## config.mk

```make
export PLATFORM = sky130hd
export DESIGN_NAME = matvec_sched_ctrl
export DESIGN_NICKNAME = d
export VERILOG_FILES = /design/src/rtl/matvec_sched_ctrl.sv
export SDC_FILE = /design/constraint.sdc
export NUM_CORES = 1
export LEC_CHECK = 0
export ABC_AREA = 1
export BUFFER_PORTS_ARGS = -buffer_cell sky130_fd_sc_hd__clkbuf_2
export CAP_MARGIN = 30
export CORE_MARGIN = 2
export CORE_UTILIZATION = 59
export DETAILED_ROUTE_END_ITERATION = 10
export PLACE_DENSITY = 0.85
export SLEW_MARGIN = 30
export SYNTH_ARGS = -nofsm -noshare
export SYNTH_HDL_FRONTEND = slang
export SYNTH_SLANG_ARGS = --single-unit
export TNS_END_PERCENT = 1
```

## constraint.sdc

```tcl
create_clock -name clk -period 5.9 [get_ports clk]
set_clock_uncertainty 0.2 [all_clocks]
set_input_delay 1.475 -clock clk [delete_from_list [all_inputs] [get_ports clk]]
set_output_delay 1.475 -clock clk [all_outputs]
set_load 0.01 [all_outputs]
```

## src/rtl/matvec_sched_ctrl.sv

```systemverilog
// Pass scheduler for the matrix-vector processor array: clears, accumulates and drains
// up to NUM_PROC rows per pass, gated by input-valid and output-full flow control.
module matvec_sched_ctrl #(
  parameter int  NUM_PROC = 4,
  parameter int  MAX_N    = 16,
  localparam int NW       = $clog2(MAX_N + 1),
  localparam int PW       = $clog2(NUM_PROC)
) (
  input  logic          clk,
  input  logic          reset,
  input  logic          start,
  input  logic [NW-1:0] n,
  input  logic          in_valid,
  input  logic          out_full,
  output logic          rst_processor,
  output logic          pop_a_v,
  output logic          push_result,
  output logic [PW-1:0] proc_sel,
  output logic [NW-1:0] row_idx,
  output logic          rst_fifo_in,
  output logic          rst_fifo_out,
  output logic          busy,
  output logic          done,
  output logic          err_n
);

  typedef enum logic [2:0] {
    S_IDLE, S_WIPE, S_ACCUM, S_DRAIN, S_CLEAR, S_FLUSH, S_DONE
  } state_t;

  localparam logic [NW:0]   NP_EXT  = (NW + 1)'(NUM_PROC);
  localparam logic [NW-1:0] NP_W    = NW'(NUM_PROC);
  localparam logic [NW-1:0] MAX_N_W = NW'(MAX_N);

  state_t        state_reg;
  logic [NW-1:0] n_reg;
  logic [NW-1:0] col_reg;
  logic [NW-1:0] row_base_reg;
  logic [PW-1:0] drain_idx_reg;
  logic          err_reg;

  logic [NW:0] remaining;
  logic [NW:0] rows;
  logic [NW:0] base_next;
  logic        n_ok;
  logic        last_col;
  logic        last_row;

  // One extra bit keeps row_base + NUM_PROC from wrapping near MAX_N.
  assign remaining = {1'b0, n_reg} - {1'b0, row_base_reg};
  assign rows      = (remaining < NP_EXT) ? remaining : NP_EXT;
  assign base_next = {1'b0, row_base_reg} + NP_EXT;
  assign last_col  = (col_reg == n_reg - NW'(1));
  assign last_row  = ((NW + 1)'(drain_idx_reg) == rows - (NW + 1)'(1));
  assign n_ok      = (n != '0) && (n <= MAX_N_W);

  always_ff @(posedge clk) begin
    if (reset) begin
      state_reg     <= S_IDLE;
      n_reg         <= '0;
      col_reg       <= '0;
      row_base_reg  <= '0;
      drain_idx_reg <= '0;
      err_reg       <= 1'b0;
    end else begin
      err_reg <= 1'b0;
      case (state_reg)
        S_IDLE: begin
          if (start) begin
            if (n_ok) begin
              n_reg     <= n;
              state_reg <= S_WIPE;
            end else begin
              err_reg <= 1'b1;
            end
          end
        end
        S_WIPE: begin
          row_base_reg  <= '0;
          col_reg       <= '0;
          drain_idx_reg <= '0;
          state_reg     <= S_ACCUM;
        end
        S_ACCUM: begin
          if (in_valid) begin
            if (last_col) begin
              col_reg   <= '0;
              state_reg <= S_DRAIN;
            end else begin
              col_reg <= col_reg + NW'(1);
            end
          end
        end
        S_DRAIN: begin
          if (!out_full) begin
            if (last_row) begin
              drain_idx_reg <= '0;
              state_reg     <= (base_next >= {1'b0, n_reg}) ? S_FLUSH : S_CLEAR;
            end else begin
              drain_idx_reg <= drain_idx_reg + PW'(1);
            end
          end
        end
        S_CLEAR: begin
          row_base_reg <= row_base_reg + NP_W;
          state_reg    <= S_ACCUM;
        end
        S_FLUSH: state_reg <= S_DONE;
        S_DONE:  state_reg <= S_IDLE;
        default: state_reg <= S_IDLE;
      endcase
    end
  end

  assign rst_processor = (state_reg == S_IDLE) || (state_reg == S_WIPE) || (state_reg == S_CLEAR);
  assign pop_a_v       = (state_reg == S_ACCUM) && in_valid;
  assign push_result   = (state_reg == S_DRAIN) && !out_full;
  assign proc_sel      = (state_reg == S_DRAIN) ? drain_idx_reg : '0;
  assign row_idx       = (state_reg == S_DRAIN) ? (row_base_reg + NW'(drain_idx_reg)) : '0;
  assign rst_fifo_in   = (state_reg == S_FLUSH);
  assign rst_fifo_out  = (state_reg == S_WIPE);
  assign busy          = (state_reg != S_IDLE);
  assign done          = (state_reg == S_DONE);
  assign err_n         = err_reg;

endmodule

```

==> impl_metrics.ini <==
[status]
outcome = complete, no violations

[sta]
rsz0062_at_grt = no
finalHoldWorstSlack_ns = 0.305
max_freq_mhz = 281
setup_viol = 0
fin_crit_sh_pct = 60.4
hold_violations = 0
tns_ns = 0
slew_violations = 0
finalCriticalPeriod_ns = 3.56

[global_route]
grt_pass1_wl_um = 5130
grt_overflow_total = 0
grt_pass1_vias = 1243
grt.total_usage_pct = 24.6
antenna_found_initial = 0
grt_max_degree = 11

[synthesis]
ys_seq_elements = 19
synthCells = 211
post_synth_num_cell_types = 26
syn_area_sq_um = 1410
avgSynthCellArea_sq_um = 6.67
synth_nets = 234
ys_warn_count = 0
ys_seq_area_share_pct = 27.0

[cells_and_area]
fin_cells = 267
areaGrowthSynthToFinish_pct = 12.9
fin_area_sq_um = 1590
fillers = 195
layout-drive-gt1-share_pct = 16.7
nNetsFinal = 263
diodes = 0

[die]
die_area_sq_um = 2790
die_y_um = 52.8
start_util_pct = 63.0
core_area_sq_um = 2230
row_count = 17
io_pins = 25
die_x_um = 52.8

[detailed_routing]
drt_iter0_drc = 20
wl_per_cell_um = 11.2
dr.pass1.iters = 5
drc_errors = 0
wirelength_um = 3000
vias_per_cell = 5.04
postRouteAntennaNets = 0
vias = 1347

[clocking]
ctsHoldBuffers = 0
htree_levels = 1
cts_tree = done
ctsResizeCount = 0
clock_sinks = 19
clk_latency_ns = 0.29
clockBufferDepth = 2
numCtsBuffers = 3
post-cts-setup-buffer-count = 0
root_buffer = clkbuf_4
clk_pin_slew_worst_paths_ns = 0.10

[placed_design]
placedCellCount = 263
dp_hpwl_um = 2400
placed_area_sq_um = 1560
gp_congestion = 0.904
io_buffers = 24

[setup_path]
endpoint_kind = output pin
worstPathRequired_ns = 4.22
cp_max_fo = 3
crit_type = in -> out
startpoint_type = primary input
critPathArrivalTime_ns = 1.89
r2r_cells = 13

[power_and_ir_drop]
power.density_nw_per_um2 = 346
p_leak_nw = 0.796
ir_drop_v = 0.000292

[worst_hold_path]
hp-class = reg -> reg
whs_path_depth = 2

[flow_run]
max_cap_viol_count = 0
-- power breakdown --
part	switching, mW	leakage, nW	internal, mW	total [mW]
logic	0.192	0.626	0.113	0.305
registers	0.0269	0.155	0.152	0.179
clock network	0.0397	0.0150	0.0262	0.0659
-- area by class of cell --
class,instances,area (sq um),share of cell area [%]
Multi-Input combinational cell,150,868,54.7
Sequential cell,19,380,24.0
Inverter,42,158,9.93
Timing Repair Buffer,24,120,7.57
Tap cell,28,35.0,2.21
Clock buffer,4,26.3,1.65
-- cells by family after synthesis --
kind of cell,after synthesis,share of synthesized area (%)
AO/OA/AOI/OAI,32,13.1
buffers and inverters,42,11.2
XOR/XNOR,11,6.85
adder cells (fa/ha/maj),13,11.6
AND/OR/NAND/NOR,92,29.7
flip-flops,19,27.0
other,2,0.534
-- routing by layer --
layer	vias to the layer above	wire length, um	GRT usage (%)
met1	598	1500	32.6
met4	0	12	4.70
met5	-	0	0
li1	722	-	-
met3	2	125	3.43
met2	25	1360	42.3
-- cell usage in the layout, fill, tap and decap left out --
cell type | netlist | layout
inv_1 | 38 | 38
nand2_1 | 34 | 34
nor2_1 | 26 | 26
clkbuf_2 | 0 | 24
dfxtp_1 | 19 | 19
a21oi_1 | 17 | 17
nand3_1 | 14 | 14
ha_1 | 13 | 13
o21ai_0 | 9 | 9
xor2_1 | 6 | 6
nand4_1 | 5 | 5
xnor2_1 | 5 | 5
nor2_2 | 4 | 4
nor3_1 | 4 | 4
inv_2 | 3 | 3
clkbuf_4 | 0 | 3
nor2_4 | 2 | 2
conb_1 | 2 | 2
nand2_2 | 1 | 1
nor3_2 | 1 | 1
clkinv_1 | 1 | 1
o21ai_2 | 1 | 1
a22oi_1 | 1 | 1
nand3b_1 | 1 | 1
o21ai_4 | 1 | 1
o311ai_0 | 1 | 1
o211ai_1 | 1 | 1
o21ai_1 | 1 | 1
clkbuf_1 | 0 | 1
-- worst max-delay path, stage by stage --
cell	delay [ns]
clkbuf_2	0.08
inv_1	0.08
nor2_1	0.12
clkbuf_2	0.14
-- path summary, 6_finish.rpt --
path	from	to	slack [ns]
max reg2reg	n_reg[2]$_SDFFE_PP0P_	state_reg[1]$_SDFFE_PP0P_	3.20
min reg2reg	row_base_reg[3]$_SDFFE_PP0P_	row_base_reg[3]$_SDFFE_PP0P_	0.30
min	row_base_reg[3]$_SDFFE_PP0P_	row_base_reg[3]$_SDFFE_PP0P_	0.30
max	in_valid	pop_a_v	2.34
-- synth_stat cells --
cell	number	area, sq um
nand3_1	14	70.1
nand2_1	34	128
o211ai_1	1	7.51
nor2_2	4	25.0
xnor2_1	5	43.8
inv_1	38	143
o21ai_4	1	16.3
xor2_1	6	52.6
nand2_2	1	6.26
nor3_1	4	20.0
nor2_4	2	22.5
o311ai_0	1	8.76
nand4_1	5	31.3
conb_1	2	7.51
o21ai_1	1	5.00
a22oi_1	1	7.51
nand3b_1	1	7.51
ha_1	13	163
o21ai_2	1	8.76
clkinv_1	1	3.75
nor3_2	1	10.0
nor2_1	26	97.6
a21oi_1	17	85.1
o21ai_0	9	45.0
dfxtp_1	19	380
inv_2	3	11.3
-- stage by stage --
step	power [mW]	util, %	setup WS [ns]
finish	0.549	71.1	2.34
global route	0.607	71.1	2.29
CTS	0.550	71.1	2.34
detailed placement	0.484	69.9	2.34
global placement	0.475	69.9	2.37
floorplan	0.413	-	2.50
Note: power is estimated with default switching activity, not from simulation.
